===== config.mk =====
export PLATFORM = sky130hd
export DESIGN_NAME = dmem_arbiter_flat
export DESIGN_NICKNAME = d
export VERILOG_FILES = /design/src/rtl/dmem_arbiter_if.sv /design/src/rtl/dmem_arbiter.sv /design/src/flat_wrapper.sv
export SDC_FILE = /design/constraint.sdc
export NUM_CORES = 1
export LEC_CHECK = 0
export CORE_AREA = 2 2 122 124
export CTS_BUF_LIST = sky130_fd_sc_hd__clkbuf_8
export DETAILED_ROUTE_END_ITERATION = 10
export DIE_AREA = 0 0 124 126
export HOLD_SLACK_MARGIN = 0.15
export PLACE_DENSITY = 0.76
export SYNTH_ARGS = -nofsm -noshare
export SYNTH_HDL_FRONTEND = slang
export SYNTH_SLANG_ARGS = --single-unit

===== constraint.sdc =====
create_clock -name clk -period 3.2 [get_ports clk]
set_clock_uncertainty 0.15 [all_clocks]
set_input_delay 0.32 -clock clk [delete_from_list [all_inputs] [get_ports clk]]
set_output_delay 0.32 -clock clk [all_outputs]
set_load 0.01 [all_outputs]

===== src/rtl/dmem_arbiter_if.sv =====
// Bundle of the CPU MEM-stage port, the AES burst port and the Data_Memory port
// seen by dmem_arbiter. The arbiter uses the slave view, its environment the master view.
interface dmem_arbiter_if #(
  parameter int ADDR_W    = 32,
  parameter int DATA_W    = 32,
  parameter int BURST_LEN = 4
);
  localparam int BW = $clog2(BURST_LEN);

  // Handshake: a requester raises *_req with its fields and holds them until the
  // single-cycle *_done pulse; dropping it afterwards ends the transaction. Memory
  // accepts an access every cycle mem_en=1 and returns read data one cycle later.
  logic              cpu_req;
  logic              cpu_we;
  logic [ADDR_W-1:0] cpu_addr;
  logic [DATA_W-1:0] cpu_wdata;
  logic [DATA_W-1:0] cpu_rdata;
  logic              cpu_done;
  logic              cpu_stall;

  logic              aes_req;
  logic              aes_we;
  logic [ADDR_W-1:0] aes_addr;
  logic [DATA_W-1:0] aes_wdata;
  logic              aes_beat;
  logic [BW-1:0]     aes_beat_idx;
  logic              aes_rvalid;
  logic [BW-1:0]     aes_ridx;
  logic [DATA_W-1:0] aes_rdata;
  logic              aes_done;

  logic              mem_en;
  logic              mem_we;
  logic [ADDR_W-1:0] mem_addr;
  logic [DATA_W-1:0] mem_wdata;
  logic [DATA_W-1:0] mem_rdata;

  modport slave (
    input  cpu_req, cpu_we, cpu_addr, cpu_wdata,
    output cpu_rdata, cpu_done, cpu_stall,
    input  aes_req, aes_we, aes_addr, aes_wdata,
    output aes_beat, aes_beat_idx, aes_rvalid, aes_ridx, aes_rdata, aes_done,
    output mem_en, mem_we, mem_addr, mem_wdata,
    input  mem_rdata
  );

  modport master (
    output cpu_req, cpu_we, cpu_addr, cpu_wdata,
    input  cpu_rdata, cpu_done, cpu_stall,
    output aes_req, aes_we, aes_addr, aes_wdata,
    input  aes_beat, aes_beat_idx, aes_rvalid, aes_ridx, aes_rdata, aes_done,
    input  mem_en, mem_we, mem_addr, mem_wdata,
    output mem_rdata
  );
endinterface


===== src/rtl/dmem_arbiter.sv =====
// Arbiter sharing the single-port Data_Memory between the CPU MEM stage (single words)
// and the AES engine (atomic bursts); CPU has priority unless AES has waited too long.
module dmem_arbiter #(
  parameter int ADDR_W       = 32,
  parameter int DATA_W       = 32,
  parameter int BURST_LEN    = 4,
  parameter int AES_MAX_WAIT = 8
) (
  input  logic       clk,
  input  logic       rst,
  dmem_arbiter_if.slave bus,
  output logic [2:0] dbg_state,
  output logic [7:0] dbg_wait_cnt,
  output logic       dbg_starve
);
  localparam int BW  = $clog2(BURST_LEN);
  localparam int WCW = $clog2(AES_MAX_WAIT + 1);

  typedef enum logic [2:0] {
    IDLE      = 3'd0,
    CPU_ISSUE = 3'd1,
    CPU_RESP  = 3'd2,
    AES_BURST = 3'd3,
    AES_DRAIN = 3'd4
  } state_t;

  state_t            state, state_nxt;
  logic [BW-1:0]     beat;
  logic [WCW-1:0]    wait_cnt;
  logic              starve;
  logic              lat_we;
  logic [ADDR_W-1:0] lat_addr;
  logic [DATA_W-1:0] lat_wdata;
  logic              rvalid_q;
  logic [BW-1:0]     ridx_q;
  logic              cpu_grant;
  logic              aes_grant;
  logic              aes_busy;

  assign starve    = (wait_cnt == WCW'(AES_MAX_WAIT));
  assign cpu_grant = (state == IDLE) && bus.cpu_req && !(bus.aes_req && starve);
  assign aes_grant = (state == IDLE) && !cpu_grant && bus.aes_req;
  assign aes_busy  = (state == AES_BURST) || (state == AES_DRAIN);

  always_comb begin
    state_nxt = state;
    case (state)
      IDLE: begin
        if (cpu_grant)      state_nxt = CPU_ISSUE;
        else if (aes_grant) state_nxt = AES_BURST;
      end
      CPU_ISSUE: state_nxt = CPU_RESP;
      CPU_RESP:  state_nxt = IDLE;
      AES_BURST: if (beat == BW'(BURST_LEN - 1)) state_nxt = AES_DRAIN;
      AES_DRAIN: state_nxt = IDLE;
      default:   state_nxt = IDLE;
    endcase
  end

  always_ff @(posedge clk or negedge rst) begin
    if (!rst) begin
      state     <= IDLE;
      beat      <= '0;
      wait_cnt  <= '0;
      lat_we    <= 1'b0;
      lat_addr  <= '0;
      lat_wdata <= '0;
      rvalid_q  <= 1'b0;
      ridx_q    <= '0;
    end else begin
      state <= state_nxt;
      if (cpu_grant) begin
        lat_we    <= bus.cpu_we;
        lat_addr  <= bus.cpu_addr;
        lat_wdata <= bus.cpu_wdata;
      end else if (aes_grant) begin
        lat_we    <= bus.aes_we;
        lat_addr  <= bus.aes_addr & ~ADDR_W'(3);
        lat_wdata <= '0;
      end
      // BURST_LEN is a power of two, so the beat counter wraps back to 0 on the last beat.
      beat     <= (state == AES_BURST) ? beat + BW'(1) : '0;
      rvalid_q <= (state == AES_BURST) && !lat_we;
      ridx_q   <= (state == AES_BURST) ? beat : '0;
      if (aes_grant)
        wait_cnt <= '0;
      else if (bus.aes_req && !aes_busy && !starve)
        wait_cnt <= wait_cnt + WCW'(1);
    end
  end

  // Memory port comes only from state and latched fields; write data of a burst
  // streams straight from the AES engine so it can present one word per beat.
  always_comb begin
    bus.mem_en    = 1'b0;
    bus.mem_we    = 1'b0;
    bus.mem_addr  = '0;
    bus.mem_wdata = '0;
    bus.aes_beat  = 1'b0;
    case (state)
      CPU_ISSUE: begin
        bus.mem_en    = 1'b1;
        bus.mem_we    = lat_we;
        bus.mem_addr  = lat_addr;
        bus.mem_wdata = lat_wdata;
      end
      AES_BURST: begin
        bus.mem_en    = 1'b1;
        bus.mem_we    = lat_we;
        bus.mem_addr  = lat_addr + ADDR_W'({beat, 2'b00});
        bus.mem_wdata = bus.aes_wdata;
        bus.aes_beat  = 1'b1;
      end
      default: ;
    endcase
  end

  assign bus.cpu_done     = (state == CPU_RESP);
  assign bus.cpu_rdata    = bus.cpu_done ? bus.mem_rdata : '0;
  assign bus.cpu_stall    = rst && bus.cpu_req && !bus.cpu_done;
  assign bus.aes_beat_idx = beat;
  assign bus.aes_rvalid   = rvalid_q;
  assign bus.aes_ridx     = ridx_q;
  assign bus.aes_rdata    = rvalid_q ? bus.mem_rdata : '0;
  assign bus.aes_done     = (state == AES_DRAIN);

  assign dbg_state    = state;
  assign dbg_wait_cnt = 8'(wait_cnt);
  assign dbg_starve   = starve;
endmodule


===== src/flat_wrapper.sv =====
// flat-port wrapper written by rule: the top's interface ports become plain ports
module dmem_arbiter_flat 
#(
  parameter int ADDR_W       = 32,
  parameter int DATA_W       = 32,
  parameter int BURST_LEN    = 4,
  parameter int AES_MAX_WAIT = 8
)
  (clk, rst, dbg_state, dbg_wait_cnt, dbg_starve, bus_cpu_req, bus_cpu_we, bus_cpu_addr, bus_cpu_wdata, bus_cpu_rdata, bus_cpu_done, bus_cpu_stall, bus_aes_req, bus_aes_we, bus_aes_addr, bus_aes_wdata, bus_aes_beat, bus_aes_beat_idx, bus_aes_rvalid, bus_aes_ridx, bus_aes_rdata, bus_aes_done, bus_mem_en, bus_mem_we, bus_mem_addr, bus_mem_wdata, bus_mem_rdata);
  dmem_arbiter_if #(.ADDR_W(ADDR_W), .DATA_W(DATA_W), .BURST_LEN(BURST_LEN)) bus_i ();
  input  logic clk;
  input  logic rst;
  output logic [2:0] dbg_state;
  output logic [7:0] dbg_wait_cnt;
  output logic dbg_starve;
  input wire logic [$bits(bus_i.cpu_req)-1:0] bus_cpu_req;
  input wire logic [$bits(bus_i.cpu_we)-1:0] bus_cpu_we;
  input wire logic [$bits(bus_i.cpu_addr)-1:0] bus_cpu_addr;
  input wire logic [$bits(bus_i.cpu_wdata)-1:0] bus_cpu_wdata;
  output wire logic [$bits(bus_i.cpu_rdata)-1:0] bus_cpu_rdata;
  output wire logic [$bits(bus_i.cpu_done)-1:0] bus_cpu_done;
  output wire logic [$bits(bus_i.cpu_stall)-1:0] bus_cpu_stall;
  input wire logic [$bits(bus_i.aes_req)-1:0] bus_aes_req;
  input wire logic [$bits(bus_i.aes_we)-1:0] bus_aes_we;
  input wire logic [$bits(bus_i.aes_addr)-1:0] bus_aes_addr;
  input wire logic [$bits(bus_i.aes_wdata)-1:0] bus_aes_wdata;
  output wire logic [$bits(bus_i.aes_beat)-1:0] bus_aes_beat;
  output wire logic [$bits(bus_i.aes_beat_idx)-1:0] bus_aes_beat_idx;
  output wire logic [$bits(bus_i.aes_rvalid)-1:0] bus_aes_rvalid;
  output wire logic [$bits(bus_i.aes_ridx)-1:0] bus_aes_ridx;
  output wire logic [$bits(bus_i.aes_rdata)-1:0] bus_aes_rdata;
  output wire logic [$bits(bus_i.aes_done)-1:0] bus_aes_done;
  output wire logic [$bits(bus_i.mem_en)-1:0] bus_mem_en;
  output wire logic [$bits(bus_i.mem_we)-1:0] bus_mem_we;
  output wire logic [$bits(bus_i.mem_addr)-1:0] bus_mem_addr;
  output wire logic [$bits(bus_i.mem_wdata)-1:0] bus_mem_wdata;
  input wire logic [$bits(bus_i.mem_rdata)-1:0] bus_mem_rdata;
  assign bus_i.cpu_req = bus_cpu_req;
  assign bus_i.cpu_we = bus_cpu_we;
  assign bus_i.cpu_addr = bus_cpu_addr;
  assign bus_i.cpu_wdata = bus_cpu_wdata;
  assign bus_cpu_rdata = bus_i.cpu_rdata;
  assign bus_cpu_done = bus_i.cpu_done;
  assign bus_cpu_stall = bus_i.cpu_stall;
  assign bus_i.aes_req = bus_aes_req;
  assign bus_i.aes_we = bus_aes_we;
  assign bus_i.aes_addr = bus_aes_addr;
  assign bus_i.aes_wdata = bus_aes_wdata;
  assign bus_aes_beat = bus_i.aes_beat;
  assign bus_aes_beat_idx = bus_i.aes_beat_idx;
  assign bus_aes_rvalid = bus_i.aes_rvalid;
  assign bus_aes_ridx = bus_i.aes_ridx;
  assign bus_aes_rdata = bus_i.aes_rdata;
  assign bus_aes_done = bus_i.aes_done;
  assign bus_mem_en = bus_i.mem_en;
  assign bus_mem_we = bus_i.mem_we;
  assign bus_mem_addr = bus_i.mem_addr;
  assign bus_mem_wdata = bus_i.mem_wdata;
  assign bus_i.mem_rdata = bus_mem_rdata;
  dmem_arbiter #(.ADDR_W(ADDR_W), .DATA_W(DATA_W), .BURST_LEN(BURST_LEN), .AES_MAX_WAIT(AES_MAX_WAIT)) u_core (.clk(clk), .rst(rst), .bus(bus_i), .dbg_state(dbg_state), .dbg_wait_cnt(dbg_wait_cnt), .dbg_starve(dbg_starve));
endmodule

==> out/metrics.cfg <==
[setup_path]
worstSetupPathDepth=10
r2r_setup_slack_ns=1.06
worst_ep_required_time_ns=2.73
cp-end-kind=primary output
reg2reg_depth=7
start_kind=flop
r2r-end=u_core.lat_addr[3]
slowest_delay_ns=0.36
worstReg2RegStart=u_core.wait_cnt[0]
path_cells=ha_2 > inv_2 > fa_2 > and4b_1 > buf_6 > nand3_4 > buf_4 > o311ai_2 > nand2_1 > dlygate4sd2_1
arrival_ns=2.64
cpMaxStageDelayCell=dfrtp_1
path_max_fanout=8
cp_top_family=buffers and inverters
crit_type=flop to primary output
path_buf_inv=4

[clocking]
cts_htree_levels=3
cts_buffer_depth=2
cts_root_buf=clkbuf_8
cts_made_buffers=9
clk_latency_ns=0.35
clock-sinks=77
tritoncts=built
clk_pin_slew_worst_paths_ns=0.07

[synth]
synthAdderAreaFrac_pct=1.646
ys_seq_area_share_pct=38.40
netlist.area_leader.share_pct=38.40
synth_edf_count=0
synth_top_family_by_area=simple AND/OR/NAND/NOR gates
synth_warnings=0
synth_area_um2=5017
post_synth_mux_area_share_pct=12.97
yosys.area_share.simple_pct=24.49
synth_top_area_cell=dfrtp_1
async_reset_ff_share_pct=100.0
synth-xor-area-share_pct=1.920
syn_inst=560
ys_types=45
synth_seq_cells=77
synth-compound-area-share_pct=14.86
yosys-top-cells-area=dfrtp_1 38%, mux2i_1 13%, and2_1 8.7%, a22o_1 5.9%, nor2_1 4.0%
ys.flop_type=dfrtp_1
synth.avg_cell_area_um2=8.959

[worst_hold_path]
hold_end=u_core.bus.aes_rvalid
worstHoldStart=u_core.lat_we
hp-class=flop to flop
worstHoldPathCells=1

[power_and_ir_drop]
total_power_uw=6432
power.leakage_uw=0.003924
pwr-share-clk_pct=12.1
power.density_nw_per_um2=749.8
p_comb_share_pct=59.7
power_frac_seq_pct=28.2
internal_power_uw=3851
peakVddDrop_uv=367.4
sw_frac_of_total_pct=40.12
power_switching_uw=2580

[detailed_routing]
drt-pass1-iter-count=4
post_drt_wl_per_cell_um=16.59
vias=5198
wirelength_um=17380
drc=0
viasPerCell=4.960
antenna_left=0
dr.first_iter.drc_count=254

[layout]
layout_commonest_cell=clkdlybuf4s50_1
fin_area_um2=8578
area_growth_pct=70.97
fill_cells=1264
final_layout_size_suffix_gt1_share_pct=7.176
nets=1032
diodes=0
final_cell_mix=292 x clkdlybuf4s50_1, 76 x dfrtp_1, 70 x and2_1

[sta]
tightest_slew_ns=0.7315
whs_ns=0.3422
max-slew-margin-rel_pct=51.23
min_period_over_period_pct=97.30
grt_setup_unrepaired=yes
fin_ws_ns=0.08633
period_needed_ns=3.114
max_freq_mhz=321.2
fin_setup_tns_ns=0
hold_violations=0
slew_violations=0
setup_violations=0

[floorplan]
coreArea_um2=14310
dieArea_um2=15620
fp.dieH_um=126
rows=44
ios=317
initial_utilization_pct=35.05
die_x_um=124

[global_route]
first_global_vias=4900
antenna_found_initial=0
grt_overflow=0
grt_max_degree=98
grt_first_pass_wirelength_um=26060
grtUsageTotal_pct=21.50

[placed_design]
finalWeightedCongestion=0.8431
dpl_cell_area_um2=8302
post-place-ws_ns=-0.01640
io_buffers=310
hpwlAfterDp_um=13180

[run]
max_cap_violations=0

[run_status]
status=complete, no violations

[worst max path at each step]
stage / slack (ns) / endpoint / from
after floorplan: 0.41 / bus_mem_addr[18] / u_core.bus.aes_beat_idx[0]
after global placement: 0.05 / bus_mem_addr[28] / u_core.lat_addr[2]
after detailed placement: -0.02 / bus_mem_addr[28] / u_core.lat_addr[2]
after CTS: 0.004 / bus_mem_addr[24] / u_core.bus.aes_beat_idx[0]
after global routing: -0.06 / bus_mem_addr[24] / u_core.bus.aes_beat_idx[0]
final: 0.09 / bus_mem_addr[24] / u_core.bus.aes_beat_idx[0]
[layout make-up]
cell class	count	area [µm²]	area share, %
repair buffers	333	3283	38.27
clock inverters	6	75.07	0.8751
flip-flops and latches	77	1928	22.48
clock buffers	9	123.9	1.444
well taps	184	230.2	2.684
multi-input cells	426	2889	33.68
inverters	13	48.80	0.5688
[stage by stage]
step / instances / utilization (%)
CTS: 1046 / 59.45
global route: 1048 / 59.93
floorplan: 563 / -
finish: 1048 / 59.93
global placement: 1027 / 58.00
detailed placement: 1027 / 58.00
[worst register-to-register path: stages (launching register included)]
cell and delay [ns]:
dfrtp_1 0.42, inv_1 0.10, ha_1 0.15, nand3b_1 0.14, o211ai_1 0.29, buf_12 0.26, mux2i_1 0.38, o21ai_0 0.12
[cell usage after synthesis, types with 2 or more instances]
cell      count
a21oi_1      19
a22o_1       34
a31oi_1       2
a41o_1        2
and2_1       70
and3_1        7
and4_1        5
buf_1         2
buf_2        10
buf_4         6
buf_6         3
clkbuf_1     26
dfrtp_1      77
ha_1          5
inv_1        13
mux2i_1      65
nand2_1      46
nand2b_1      2
nand3_1      10
nand3b_1      3
nand4_1       8
nor2_1       54
o21ai_0      37
o311ai_0      2
o31ai_1      11
or3_1         3
or4_1        11
xnor2_1       3
xor2_1        8
[what timing repair did]
item | CTS | global route
gates resized for setup | 30 | 17
hold buffers | 1 | 0
setup buffers | 3 | 2
pin swaps | 0 | 5
setup endpoints to repair | 16 | 11
hold endpoints to repair | 39 | 0
[layer usage]
metal	vias to the layer above	global-route usage (%)	routed length [µm]
li1	2562	-	-
met1	2400	26.51	6971
met2	207	36.94	8663
met3	29	4.393	1270
met4	0	7.601	478
met5	-	0	0
[power by group through the flow]
stage | clock network [µW] | registers [µW] | logic, µW
2_1_floorplan | 0 | 1710 | 2050
3_3_place_gp | 0 | 1800 | 3840
3_5_place_dp | 0 | 1810 | 3890
4_1_cts | 794 | 1800 | 3870
5_1_grt | 835 | 1880 | 4200
6_report | 779 | 1810 | 3840
[logic make-up after synthesis]
family,Yosys count
AND/OR/NAND/NOR,228
AO/OA/AOI/OAI,112
flip-flops,77
multiplexers,65
buffers and inverters,60
XOR/XNOR,11
adder cells (fa/ha/maj),6
other,1
[registers in the layout (all words and copies together) (netlist names)]
signal,count
u_core.lat_addr,32
u_core.lat_wdata,32
u_core.lat_we,1
u_core.bus.aes_rvalid,1
u_core.dbg_state,3
u_core.bus.aes_ridx,2
u_core.bus.aes_beat_idx,2
u_core.wait_cnt,4
(Power assumes the default switching activity.)
